$ cat src/rtl/parity_fifo.sv
`default_nettype none
// ============================================================================
// Module   : parity_fifo
// Brief    : Show-ahead synchronous FIFO with a parity check on the head
//            entry. A corrupt head is either discarded internally (DROP_MODE=1)
//            or delivered with an error flag (DROP_MODE=0), and every corrupt
//            entry that leaves the FIFO is counted in a saturating counter.
// Revision : 1.0 - initial release
// ============================================================================
module parity_fifo #(
  parameter int DATA_WIDTH    = 32,
  parameter int FIFO_DEPTH    = 4,
  parameter int EVEN_ODD      = 0,
  parameter int PARITY_BIT    = 0,
  parameter int DROP_MODE     = 1,
  parameter int AF_THRESH     = FIFO_DEPTH - 1,
  parameter int AE_THRESH     = 1,
  parameter int ERR_CNT_WIDTH = 8
) (
  input  logic                              clk,
  input  logic                              rst_n,
  input  logic [DATA_WIDTH:0]               push_data_i,
  input  logic                              push_valid_i,
  output logic                              push_grant_o,
  input  logic                              pop_grant_i,
  output logic [DATA_WIDTH:0]               pop_data_o,
  output logic                              pop_valid_o,
  output logic                              pop_err_o,
  output logic [$clog2(FIFO_DEPTH+1)-1:0]   count_o,
  output logic                              almost_full_o,
  output logic                              almost_empty_o,
  output logic                              overflow_o,
  output logic                              underflow_o,
  output logic [ERR_CNT_WIDTH-1:0]          err_count_o,
  input  logic                              err_clr_i
);

  // --------------------------------------------------------------------------
  // Derived constants
  // --------------------------------------------------------------------------
  localparam int c_PTR_W = $clog2(FIFO_DEPTH);
  localparam int c_CNT_W = $clog2(FIFO_DEPTH + 1);

  localparam logic [c_PTR_W-1:0]       c_PTR_LAST = c_PTR_W'(FIFO_DEPTH - 1);
  localparam logic [c_CNT_W-1:0]       c_DEPTH    = c_CNT_W'(FIFO_DEPTH);
  localparam logic [c_CNT_W-1:0]       c_AF       = c_CNT_W'(AF_THRESH);
  localparam logic [c_CNT_W-1:0]       c_AE       = c_CNT_W'(AE_THRESH);
  localparam logic                     c_ODD      = (EVEN_ODD != 0);
  localparam logic                     c_DROP     = (DROP_MODE != 0);
  localparam logic [ERR_CNT_WIDTH-1:0] c_ERR_MAX  = '1;

  // --------------------------------------------------------------------------
  // State
  // --------------------------------------------------------------------------
  logic [DATA_WIDTH:0]      r_mem [FIFO_DEPTH];
  logic [c_PTR_W-1:0]       r_wr_ptr;
  logic [c_PTR_W-1:0]       r_rd_ptr;
  logic [c_CNT_W-1:0]       r_count;
  logic [ERR_CNT_WIDTH-1:0] r_err_cnt;
  logic                     r_overflow;
  logic                     r_underflow;

  // --------------------------------------------------------------------------
  // Combinational decode
  // --------------------------------------------------------------------------
  logic [DATA_WIDTH:0] w_head;
  logic                w_empty;
  logic                w_full;
  logic                w_head_bad;   // head present and fails parity
  logic                w_pop_valid;
  logic                w_push;       // entry written this cycle
  logic                w_pop;        // entry taken by the consumer
  logic                w_drop;       // corrupt entry discarded internally
  logic                w_deq;        // head leaves the FIFO by either route
  logic                w_err_inc;

  // Pointer advance that wraps at the last entry, so non power-of-2 depths
  // never address past the end of the storage array.
  function automatic logic [c_PTR_W-1:0] f_ptr_next(input logic [c_PTR_W-1:0] p);
    return (p == c_PTR_LAST) ? '0 : p + 1'b1;
  endfunction

  assign w_head  = r_mem[r_rd_ptr];
  assign w_empty = (r_count == '0);
  assign w_full  = (r_count == c_DEPTH);

  // The parity checker only exists when checking is enabled; otherwise every
  // entry is treated as good and the drop/flag paths collapse to constants.
  generate
    if (PARITY_BIT != 0) begin : g_parity_chk
      assign w_head_bad = !w_empty && ((^w_head) != c_ODD);
    end else begin : g_parity_off
      assign w_head_bad = 1'b0;
    end
  endgenerate

  // A corrupt head is hidden from the consumer in drop mode and dequeued on
  // its own the next edge; in flag mode it is shown with pop_err_o set.
  assign w_pop_valid = !w_empty && !(c_DROP && w_head_bad);
  assign w_drop      = c_DROP && w_head_bad;
  assign w_pop       = pop_grant_i && w_pop_valid;
  assign w_deq       = w_pop || w_drop;

  // Grant depends only on registered occupancy: a full FIFO refuses a push
  // even when the head is leaving in the same cycle.
  assign w_push      = push_valid_i && !w_full;

  // Every corrupt entry is counted once, at the edge where it leaves.
  assign w_err_inc   = w_deq && w_head_bad;

  // --------------------------------------------------------------------------
  // Sequential logic
  // --------------------------------------------------------------------------

  // Storage write; not reset, and suppressed on a reset edge.
  always_ff @(posedge clk) begin
    if (rst_n && w_push) begin
      r_mem[r_wr_ptr] <= push_data_i;
    end
  end

  // Write and read pointers, each advancing on its own operation.
  always_ff @(posedge clk) begin
    if (!rst_n) begin
      r_wr_ptr <= '0;
      r_rd_ptr <= '0;
    end else begin
      if (w_push) begin
        r_wr_ptr <= f_ptr_next(r_wr_ptr);
      end
      if (w_deq) begin
        r_rd_ptr <= f_ptr_next(r_rd_ptr);
      end
    end
  end

  // Occupancy: a simultaneous enqueue and dequeue leaves it unchanged.
  always_ff @(posedge clk) begin
    if (!rst_n) begin
      r_count <= '0;
    end else if (w_push && !w_deq) begin
      r_count <= r_count + 1'b1;
    end else if (!w_push && w_deq) begin
      r_count <= r_count - 1'b1;
    end
  end

  // Saturating error counter; a clear wins over a same-cycle increment.
  always_ff @(posedge clk) begin
    if (!rst_n) begin
      r_err_cnt <= '0;
    end else if (err_clr_i) begin
      r_err_cnt <= '0;
    end else if (w_err_inc && (r_err_cnt != c_ERR_MAX)) begin
      r_err_cnt <= r_err_cnt + 1'b1;
    end
  end

  // Overflow/underflow pulses are registered so they are glitch-free and
  // read 0 right after reset; each appears the cycle after the bad attempt.
  always_ff @(posedge clk) begin
    if (!rst_n) begin
      r_overflow  <= 1'b0;
      r_underflow <= 1'b0;
    end else begin
      r_overflow  <= push_valid_i && w_full;
      r_underflow <= pop_grant_i && w_empty;
    end
  end

  // --------------------------------------------------------------------------
  // Outputs
  // --------------------------------------------------------------------------
  assign push_grant_o   = !w_full;
  assign pop_data_o     = w_head;
  assign pop_valid_o    = w_pop_valid;
  assign pop_err_o      = !c_DROP && w_head_bad;
  assign count_o        = r_count;
  assign almost_full_o  = (r_count >= c_AF);
  assign almost_empty_o = (r_count <= c_AE);
  assign overflow_o     = r_overflow;
  assign underflow_o    = r_underflow;
  assign err_count_o    = r_err_cnt;

endmodule
`default_nettype wire

$ cat config.mk
export PLATFORM = sky130hd
export DESIGN_NAME = parity_fifo
export DESIGN_NICKNAME = d
export VERILOG_FILES = /design/src/rtl/parity_fifo.sv
export SDC_FILE = /design/constraint.sdc
export NUM_CORES = 1
export LEC_CHECK = 0
export ABC_AREA = 0
export BUFFER_PORTS_ARGS = -buffer_cell sky130_fd_sc_hd__buf_2
export CAP_MARGIN = 10
export CORE_ASPECT_RATIO = 0.5
export CORE_UTILIZATION = 56
export CTS_CLUSTER_SIZE = 28
export DETAILED_ROUTE_END_ITERATION = 7
export GPL_ROUTABILITY_DRIVEN = 0
export PLACE_DENSITY = 0.85
export SYNTH_ARGS = -nofsm -noshare
export SYNTH_HDL_FRONTEND = slang
export SYNTH_SLANG_ARGS = --single-unit
$ cat constraint.sdc
create_clock -name clk -period 2.8 [get_ports clk]
set_input_delay 0.28 -clock clk [delete_from_list [all_inputs] [get_ports clk]]
set_output_delay 0.28 -clock clk [all_outputs]
set_load 0.02 [all_outputs]
==> results of run 1 <==
registers in the layout, summed over array words and instances (netlist names), named ones only:
register,count
r_mem,132
count_o,3
overflow_o,1
r_wr_ptr,2
r_rd_ptr,2
underflow_o,1
stage by stage:
step	hold WS, ns	utilization, %	instances
after floorplan	0.379	-	265
after global placement	0.456	63.9	465
after detailed placement	0.474	63.9	465
after CTS	0.0674	70.0	497
after global routing	0.0685	70.0	497
final	0.0820	70.0	497
critical path, cell delays in order (launching register included):
cell     delay [ns]
dfxtp_1        0.42
inv_1          0.12
ha_1           0.30
a21oi_1        0.27
and2_2         0.54
buf_12         0.24
path summary, 6_finish.rpt:
| check | startpoint | endpoint | cells past startpoint |
|---|---|---|---|
| worst max-delay path | count_o[0] | r_mem[2][30] | 5 |
| worst min-delay path | push_data_i[32] | r_mem[1][32] | 1 |
| worst max register to register | count_o[0] | r_mem[2][30] | 5 |
| worst min register to register | r_rd_ptr[1] | flip-flop | 2 |
cell usage in the layout, fill, tap and decap left out, drive strengths merged:
cell	synthesis	final
edfxtp	132	132
bufinv	0	3
clkinv	0	8
mux4	33	33
dfxtp	11	11
conb	1	9
a21boi	1	1
o21ai	3	3
nor3	3	3
a311oi	2	2
clkbuf	0	19
a21oi	8	8
nand2	5	5
clkinvlp	0	2
nand2b	1	1
ha	10	10
inv	9	9
or3	1	1
buf	18	83
o22ai	1	1
and2	4	4
a211oi	1	1
nor2b	1	1
xnor2	2	2
nand3	1	1
nor2	9	9
per-layer routing:
metal | GRT usage (%) | vias to the layer above
met5 | 0 | -
met4 | 8.96 | 0
met3 | 7.13 | 13
met2 | 35.6 | 82
met1 | 27.4 | 1354
li1 | - | 1203
layout make-up:
class / count / area [um2] / area share (%)
Inverter: 9 / 36.3 / 0.547
Timing Repair Buffer: 83 / 490 / 7.39
Multi-Input combinational cell: 95 / 1170 / 17.7
Sequential cell: 143 / 4190 / 63.1
Clock buffer: 19 / 433 / 6.52
Clock inverter: 13 / 146 / 2.21
Tap cell: 135 / 169 / 2.55
logic make-up (layout without fill, tap and decap cells):
| group | Yosys count | after routing |
|---|---|---|
| and+or+nand+nor | 25 | 25 |
| other | 1 | 9 |
| xor gates and xnor gates | 2 | 2 |
| AOI/OAI and AO/OA | 16 | 16 |
| adders and majority gates | 10 | 10 |
| buffers and inverters | 27 | 124 |
| DFF | 143 | 143 |
| muxes | 33 | 33 |
report_power, final:
group          switching [mW]  internal, mW
registers               0.123          2.49
logic                   0.766         0.580
clock network           0.802          1.38
==> metrics.md, run 1 <==
| Metric | Value |
|---|---|
| Period utilisation layout | `78.4%` |
| Chip height | `72.0 um` |
| Worst skew pair latency | `0.41 ns` |
| Tmin final | `2.20 ns` |
| Grt ovf | `0` |
| Fin Setup TNS | `0 ns` |
| Number of synthesized flops with an enable pin | `132` |
| Slew @ Worst Pin | `0.855 ns` |
| CTS resizes | `0` |
| Post-CTS setup buffer count | `0` |
| Register bit total from synthesis | `143` |
| I/O Buffers | `78` |
| Worst R2R Setup Slack | `0.60 ns` |
| Largest family of logic cells by synthesized area | `multiplexers` |
| Pre-antenna DRT Iters | `4` |
| Startpoint types | `flip-flop` |
| Antenna-violating nets left | `0` |
| Crit path arrival time | `2.31 ns` |
| Dpl cell area | `6060 um2` |
| Htree depth | `4` |
| Share of synthesized registers carrying an async set or reset | `0%` |
| Relative slew slack | `43.0%` |
| Hold bufs inserted after CTS | `0` |
| Residual DRC | `0` |
| Diode count | `0` |
| CTS Buf Count | `17` |
| Data required, critical path | `2.91 ns` |
| Endpoints failing setup | `0` |
| HPWL after detailed placement | `6320 um` |
| Adder-cell share of the synthesized area | `2.28%` |
| Netlist cell types | `29` |
| Power Density | `926 nW/um2` |
| Critical path endpoint category | `flip-flop` |
| Vias in the first global route | `2853` |
| Met1 WL | `4240 um` |
| Synth Area in XOR/XNOR | `0.319%` |
| Die W | `142 um` |
| Total chip power | `6.14 mW` |
| Met2 wire length | `5130 um` |
| Share of synthesized area occupied by flip-flops and latches | `76.2%` |
| RSZ-0062 raised after global routing | `false` |
| Status | `completed` |
| Worst Setup Path Type | `reg2reg` |
| Root Driver | `clkbuf_16` |
| CTS sink count | `143` |
| DR WL/cell | `20.2 um` |
| Initial drt markers | `160` |
| Synth Area in Compound Gates | `1.98%` |
| Largest net degree at the start of global routing | `34` |
| Cell taking the most area after synthesis | `edfxtp_1` |
| Mux contribution to synthesized area | `13.5%` |
| Total core area | `9480 um2` |
| Row count | `25` |
| Full die area | `10200 um2` |
| Maximum clock path buffer count | `2` |
| Cells after Synth | `257` |
| Share of the synthesized area in the top cell type | `72.2%` |
| Count leader, synth | `edfxtp_1` |
| First-pass GRT wire length | `15500 um` |
| Critical-path maximum fanout | `17` |
| Fill cells | `591` |
| Yosys warns | `0` |
| Finished Cell Area | `6640 um2` |
| Final nets | `397` |
| Final Max Tran Viols | `0` |
| Mean Syn Cell Area | `21.4 um2` |
| Max-capacitance violation count | `0` |
| Synth area leaders | `edfxtp_1 (72%), mux4_2 (14%), dfxtp_1 (4.0%)` |
| Initial antenna violation count | `0` |
| Top Metal Used | `met4` |
| Routed wire length | `10100 um` |
| Worst setup margin | `0.604 ns` |
| Worst VDD drop | `0.547 mV` |
| Setup slack at placement | `0.599 ns` |
| Initial core utilization | `57.9%` |
| Min-delay worst type | `in2reg` |
| Vias/cell | `5.34` |
| CTS tree | `done` |
| Mapped cell area | `5490 um2` |
| Share of layout cells above drive strength 1 | `42.8%` |
| Final Skew | `0.00873 ns` |
| Leak pwr | `2.32 nW` |
| Max Freq | `455 MHz` |
| Post-Synth Simple-Gate Area | `2.55%` |
| Clock edge transition at the registers on the reported setup and hold paths | `0.06 ns` |
| Layout area overhead | `20.8%` |
| Post-synth top cells | `edfxtp_1 (132), mux4_2 (33), dfxtp_1 (11)` |
| Primary FF master, synth | `edfxtp_1` |
| I/O pin count | `89` |
| WL met3 | `550 um` |
| Final Hold Viols | `0` |
| Tot GR Track Use | `21.7%` |
| Vias | `2652` |
(Power assumes the default switching activity.)
==> run 2, diff against run 1 <==
--- a/config.mk
+++ b/config.mk
@@ -9,11 +9,11 @@
 export BUFFER_PORTS_ARGS = -buffer_cell sky130_fd_sc_hd__buf_2
 export CAP_MARGIN = 10
 export CORE_ASPECT_RATIO = 0.5
-export CORE_UTILIZATION = 56
+export CORE_UTILIZATION = 50
 export CTS_CLUSTER_SIZE = 28
 export DETAILED_ROUTE_END_ITERATION = 7
 export GPL_ROUTABILITY_DRIVEN = 0
-export PLACE_DENSITY = 0.85
+export PLACE_DENSITY = 0.81
 export SYNTH_ARGS = -nofsm -noshare
 export SYNTH_HDL_FRONTEND = slang
 export SYNTH_SLANG_ARGS = --single-unit
==> constraint.sdc (replaced) <==
create_clock -name clk -period 1.9 [get_ports clk]
set_input_delay 0.19 -clock clk [delete_from_list [all_inputs] [get_ports clk]]
set_output_delay 0.19 -clock clk [all_outputs]
set_load 0.02 [all_outputs]
==> run 2 against run 1 <==
  * The run now ends with setup timing left
  * Routed wire length up 12%
  * Die area up 12%
  * First-iteration DRC count up 44%
  * Highest routed layer unchanged
  * Non-clock buffer count up 41
  * Via count up 11%
  * Worst hold slack worse by 0.023 ns
  * Critical path type is now reg2out
  * Setup slack worse by 0.62 ns
  * Sequential cell count unchanged
  * Cell area up 8.6%
==> metrics.md, run 2 (synthesis results as in run 1) <==
| Metric | Value |
|---|---|
| Status | `complete, but fails checks` |
| Failing checks | `setup timing` |
| Hold Slack | `0.0594 ns (-0.0226 ns)` |
| Startpoint types | `flip-flop` |
| Pre-antenna DRT Iters | `4 (unchanged)` |
| Full die area | `11400 um2 (+12%)` |
| Endpoints failing setup | `4 (+4)` |
| Final Skew | `0.0100 ns (+0.00128 ns)` |
| Htree depth | `4 (unchanged)` |
| Worst setup margin | `-0.0148 ns (-0.619 ns)` |
| Leak pwr | `2.56 nW (+10%)` |
| Commonest non-fill, non-tap cell in the layout | `edfxtp_1` |
| Commonest non-fill, non-tap cells in the layout | `edfxtp_1 (132), buf_2 (70), mux4_2 (33), dlygate4sd3_1 (33), clkbuf_16 (17)` |
| Hold path cells | `3 (+2)` |
| Total core area | `10400 um2 (+10%)` |
| Row count | `26 (+4.0%)` |
| Max reg flops | `132 (unchanged)` |
| Max-capacitance violation count | `0 (unchanged)` |
| Routed wire length | `11300 um (+12%)` |
| Largest stage delay on the critical path | `0.55 ns (about the same)` |
| Final Hold Viols | `0 (unchanged)` |
| HPWL after detailed placement | `6260 um (-0.93%)` |
| Clock edge transition at the registers on the reported setup and hold paths | `0.05 ns (about the same)` |
| Fill cells | `619 (+4.7%)` |
| Crit path arrival time | `1.72 ns (-0.59 ns)` |
| Initial drt markers | `231 (+44%)` |
| Max Freq | `522 MHz` |
| Critical path endpoint category | `output pin` |
| Tmin final | `1.91 ns` |
| Final nets | `438 (+10%)` |
| First-pass GRT wire length | `17000 um (+9.9%)` |
| CTS Buf Count | `17 (unchanged)` |
| Power Density | `1360 nW/um2 (+46%)` |
| Root Driver | `clkbuf_16` |
| CTS sink count | `143 (unchanged)` |
| RSZ-0062 raised after global routing | `true` |
| Die W | `150 um (+5.7%)` |
| I/O pin count | `89 (unchanged)` |
| Crit path cell chain | `buf_12, mux4_2, buf_2` |
| Initial antenna violation count | `0 (unchanged)` |
| Vias | `2939 (+11%)` |
| Post-CTS setup buffer count | `0 (unchanged)` |
| Total chip power | `9.77 mW (+59%)` |
| Data required, critical path | `1.71 ns (-1.20 ns)` |
| Diode count | `0 (unchanged)` |
| Worst R2R Path Depth | `7 (+2)` |
| CTS tree | `done` |
| Vias/cell | `5.42 (+1.6%)` |
| Initial core utilization | `52.6% (-5.4 points)` |
| Placed Cells incl. Taps | `478 (+2.8%)` |
| Residual DRC | `0 (unchanged)` |
| Maximum clock path buffer count | `2 (unchanged)` |
| DR WL/cell | `20.8 um (+3.1%)` |
| Tot GR Track Use | `21.2% (-0.52 points)` |
| Delay-heaviest family, CP | `multiplexers` |
| Worst Path Buf+Inv | `2 (unchanged)` |
| Fin cells | `542 (+9.1%)` |
| Grt ovf | `0 (unchanged)` |
| Period utilisation layout | `101%` |
| Slowest-stage cell, CP | `mux4_2` |
| Layout area overhead | `31.2%` |
| I/O Buffers | `78 (unchanged)` |
| Top reg by flops | `r_mem` |
| Worst Setup Path Type | `reg2out` |
| Crit path depth | `3 (-2)` |
| Final Max Tran Viols | `0 (unchanged)` |
| Largest net degree at the start of global routing | `25 (-26%)` |
| Vias in the first global route | `3063 (+7.4%)` |
| Chip height | `76.1 um (+5.7%)` |
| Worst VDD drop | `0.902 mV (+65%)` |
| Min-delay worst type | `in2reg` |
| Worst skew pair latency | `0.42 ns (about the same)` |
| Share of layout cells above drive strength 1 | `42.0% (-0.78 points)` |
| Critical-path maximum fanout | `18 (+1)` |
| Antenna-violating nets left | `0 (unchanged)` |
-- run 2: cell count changes in the layout (fill, tap and decap cells not counted), moves of 3 or more --
cell and change:
dlygate4sd3_1 +33, buf_2 -8, buf_6 +7, buf_4 +5, buf_12 +4, bufinv_16 +3, dfxtp_1 -3
-- run 2: metal layers --
| layer | GRT usage [%] | vias to the layer above | wire length (um) |
|---|---|---|---|
| met5 | 0 | - | 0 |
| met2 | 34.5 | 117 | 5710 |
| met4 | 9.19 | 0 | 280 |
| met1 | 27.3 | 1504 | 4620 |
| li1 | - | 1294 | - |
| met3 | 5.39 | 24 | 688 |
-- run 2: final timing paths --
kind | startpoint | endpoint | slack (ns)
max | flip-flop | pop_data_o[3] | -0.01
min reg2reg | r_rd_ptr[1] | flip-flop | 0.52
min | rst_n | overflow_o | 0.06
max reg2reg | count_o[0] | count_o[1] | 0.18
-- run 2: worst register-to-register path: stages, from the launching register on --
cell      delay, ns
dfxtp_2        0.38
inv_2          0.07
ha_2           0.20
buf_4          0.16
a21boi_4       0.27
o21ai_1        0.16
a211oi_1       0.29
a311oi_1       0.08
-- run 2: area by class of cell --
class,instances,area [um2],area share (%)
clock buffers,18,429,5.96
clock inverters,13,219,3.04
inverters,9,36.3,0.504
multi-input cells,95,1180,16.3
flip-flops and latches,143,4190,58.2
well taps,140,175,2.43
repair buffers,124,977,13.6
-- run 2: report_power, final --
| group | switching, mW | internal, mW | total [mW] |
|---|---|---|---|
| clock network | 1.22 | 2.44 | 3.66 |
| logic | 1.28 | 1.04 | 2.31 |
| registers | 0.126 | 3.67 | 3.80 |
-- run 2: timing repair --
action / in CTS / in global routing
endpoints found under the hold margin: 131 / 0
hold buffers: 33 / 0
gates resized for setup: 9 / 13
endpoints found under the setup margin: 27 / 31
-- run 2: through the flow --
step	instance area [um2]	util, %	setup TNS (ns)	worst slack (ns)
after global routing	7210	69.0	-0.873	-0.0649
after global placement	6170	59.1	0	0.198
after CTS	7170	68.7	-0.175	-0.0408
after floorplan	5530	-	-15.43	-0.117
final	7210	69.0	-0.0212	-0.0148
after detailed placement	6170	59.1	0	0.0534
==> run 3, diff against run 2 <==
--- a/config.mk
+++ b/config.mk
@@ -5,7 +5,7 @@
 export SDC_FILE = /design/constraint.sdc
 export NUM_CORES = 1
 export LEC_CHECK = 0
-export ABC_AREA = 0
+export ABC_AREA = 1
 export BUFFER_PORTS_ARGS = -buffer_cell sky130_fd_sc_hd__buf_2
 export CAP_MARGIN = 10
 export CORE_ASPECT_RATIO = 0.5
==> run 3 against run 2 <==
  * The run now ends clean
  * Power rose by 4.5%
  * Utilization rose by 0.20 points
  * Clock power fell by 4%
  * Via count rose by 33%
  * Clock skew fell by 0.0033 ns
  * Critical path type unchanged
  * Highest routed layer unchanged
==> metrics.md, run 3 <==
| Metric | Value |
|---|---|
| Root Driver | `clkbuf_16` |
| Worst setup margin | `0.0291 ns (+0.0439 ns)` |
| Share of layout cells above drive strength 1 | `26.9% (-15 points)` |
| Worst Hold Launch | `push_data_i[10]` |
| Worst R2R Setup Slack | `0.14 ns (-0.04 ns)` |
| I/O Buffers | `78 (unchanged)` |
| I/O pin count | `89 (unchanged)` |
| Fin util | `69.2% (+0.20 points)` |
| Chip height | `76.5 um (+0.54%)` |
| Total core area | `10500 um2 (+0.62%)` |
| Status | `completed` |
| Vias | `3902 (+33%)` |
| CTS sink count | `143 (unchanged)` |
| Row count | `26 (unchanged)` |
| Share of synthesized registers carrying an async set or reset | `0% (unchanged)` |
| Initial core utilization | `52.8% (+0.26 points)` |
| Mapped cell area | `5550 um2 (+1.1%)` |
| Setup slack at placement | `0.167 ns (+0.114 ns)` |
| Tmin final | `1.87 ns (-0.0439 ns)` |
| Post-synth top cells | `edfxtp_1 (132), nor2_1 (79), o21ai_0 (71)` |
| Cell taking the most area after synthesis | `edfxtp_1` |
| Cells after Synth | `411 (+60%)` |
| Full die area | `11600 um2 (+1.1%)` |
| Top reg by flops | `r_mem` |
| Share of the synthesized area in the top cell type | `71.4% (-0.80 points)` |
| DR WL/cell | `19.6 um (-6.2%)` |
| Final Max Tran Viols | `0 (unchanged)` |
| Max-capacitance violation count | `0 (unchanged)` |
| Commonest non-fill, non-tap cell in the layout | `edfxtp_1` |
| Final nets | `582 (+33%)` |
| Largest net degree at the start of global routing | `37 (+48%)` |
| Netlist cell types | `20 (-31%)` |
| Number of synthesized flops with an enable pin | `132 (unchanged)` |
| Htree depth | `4 (unchanged)` |
| Vias/cell | `5.68 (+4.7%)` |
| Data required, critical path | `1.71 ns (about the same)` |
| Maximum clock path buffer count | `2 (unchanged)` |
| Hold path cells | `1 (-2)` |
| Initial antenna violation count | `0 (unchanged)` |
| Pre-antenna DRT Iters | `4 (unchanged)` |
| Yosys warns | `0 (unchanged)` |
| Met1 WL | `5530 um (+20%)` |
| Residual DRC | `0 (unchanged)` |
| HPWL after detailed placement | `6490 um (+3.7%)` |
| RR Startpoint | `count_o[0]` |
| Startpoint types | `flip-flop` |
| Fin Setup TNS | `0 ns (+0.0212 ns)` |
| Routed wire length | `13400 um (+19%)` |
| Crit path arrival time | `1.68 ns (-0.04 ns)` |
| Top Metal Used | `met4` |
| Min-delay worst type | `in2reg` |
| Met2 wire length | `6620 um (+16%)` |
| First-pass GRT wire length | `20400 um (+20%)` |
| Share of synthesized area occupied by flip-flops and latches | `75.3% (-0.84 points)` |
| WL met3 | `996 um (+45%)` |
| Synth area leaders | `edfxtp_1 (71%), o21ai_0 (6.4%), nor2_1 (5.3%)` |
| Layout area overhead | `31.0%` |
| Power Density | `1400 nW/um2 (+3.5%)` |
| Worst Setup Path Type | `reg2out` |
| Count leader, synth | `edfxtp_1` |
| Grt ovf | `0 (unchanged)` |
| Initial drt markers | `368 (+59%)` |
| Worst R2R Path Depth | `6 (-1)` |
| Worst VDD drop | `0.751 mV (-17%)` |
| CTS Buf Count | `17 (unchanged)` |
| Register bit total from synthesis | `143 (unchanged)` |
| Leak pwr | `2.70 nW (+5.2%)` |
| Worst r2r dst | `r_mem[1][24]` |
| Period utilisation layout | `98.5% (-2.3 points)` |
| Critical path endpoint category | `output pin` |
| Hold Slack | `0.00204 ns (-0.0574 ns)` |
| Tot GR Track Use | `24.5% (+3.2 points)` |
| Primary FF master, synth | `edfxtp_1` |
| Max Freq | `534 MHz (+2.3%)` |
| Final Skew | `0.00674 ns (-0.00327 ns)` |
| Commonest non-fill, non-tap cells in the layout | `edfxtp_1 (132), buf_2 (76), nor2_1 (75)` |
| Max reg flops | `132 (unchanged)` |
| Antenna-violating nets left | `0 (unchanged)` |
| Mean Syn Cell Area | `13.5 um2 (-37%)` |
| Hold path endpoint | `r_mem[0][10]` |
| Endpoints failing setup | `0 (-4)` |
| Critical-path maximum fanout | `27 (+9)` |
| Clock edge transition at the registers on the reported setup and hold paths | `0.06 ns (about the same)` |
| Vias in the first global route | `3913 (+28%)` |
| Final Hold Viols | `0 (unchanged)` |
| Worst skew pair latency | `0.42 ns (about the same)` |
| Diode count | `0 (unchanged)` |
| Die W | `151 um (+0.55%)` |
| CTS tree | `done` |
[run 3: cell types whose count changed after synthesis, moves of 3 or more]
| cell | change |
|---|---|
| nor2_1 | +70 |
| o21ai_0 | +70 |
| mux4_2 | -33 |
| o22ai_1 | +32 |
| clkbuf_1 | +11 |
| inv_1 | +6 |
| nand2_1 | +6 |
| buf_2 | +5 |
| and2_1 | -4 |
| nand2_4 | +4 |
| buf_6 | -3 |
| nand3_1 | +3 |
[run 3: where the power goes]
part,internal [mW],leakage (nW),switching (mW)
clock network,2.19,0.288,1.31
registers,3.65,1.29,0.118
logic,1.03,1.12,1.91
total,6.87,2.70,3.34
[run 3: kinds of logic (layout without fill, tap and decap cells)]
logic type                 count (synthesis)  after routing  share of synthesized area (%)
DFF                                      143            143                           75.3
AOI/OAI and AO/OA                        111            111                           10.8
and+or+nand+nor                          101            101                           7.64
buffers and inverters                     45            173                           3.85
adders and majority gates                 10             10                           2.25
other                                      1              9                         0.0675
[run 3: worst max path at each step]
stage | startpoint | end | cells past startpoint
2_1_floorplan | count_o[0] | r_mem[0][0] | 5
3_3_place_gp | count_o[0] | r_mem[1][2] | 6
3_5_place_dp | count_o[1] | r_mem[1][7] | 6
4_1_cts | flip-flop | pop_data_o[28] | 5
5_1_grt | flip-flop | pop_data_o[30] | 4
6_report | flip-flop | pop_data_o[30] | 4
[run 3: through the flow]
step,cell area (um2),power [mW],cells
2_1_floorplan,5650,5.53,419
3_3_place_gp,6250,6.36,621
3_5_place_dp,6250,6.44,621
4_1_cts,7230,10.1,685
5_1_grt,7270,10.6,687
6_report,7270,10.2,687
[run 3: cell type report]
cell class / instances / area [um2]
Clock buffer: 17 / 425
Clock inverter: 15 / 193
Fill cell: 616 / 3240
Inverter: 16 / 66.3
Multi-Input combinational cell: 231 / 1250
Sequential cell: 143 / 4200
Tap cell: 140 / 175
Timing Repair Buffer: 125 / 963
[run 3: critical path, stage by stage (launching register included)]
cell and delay, ns:
dfxtp_4 0.42, bufbuf_16 0.35, nor2_1 0.09, o22ai_1 0.20, buf_4 0.19
[run 3: what timing repair did]
action                                 CTS  global route
endpoints found under the hold margin  117             4
hold buffers                            30             1
cloned                                   1             0
setup endpoints to repair               28            24
setup buffers                            1             1
resized for setup                        6            10
[run 3: per-layer routing]
metal / GRT usage [%] / vias up
met5: 0 / -
met4: 9.90 / 0
met3: 7.66 / 29
met2: 40.4 / 190
met1: 29.8 / 1942
li1: - / 1741
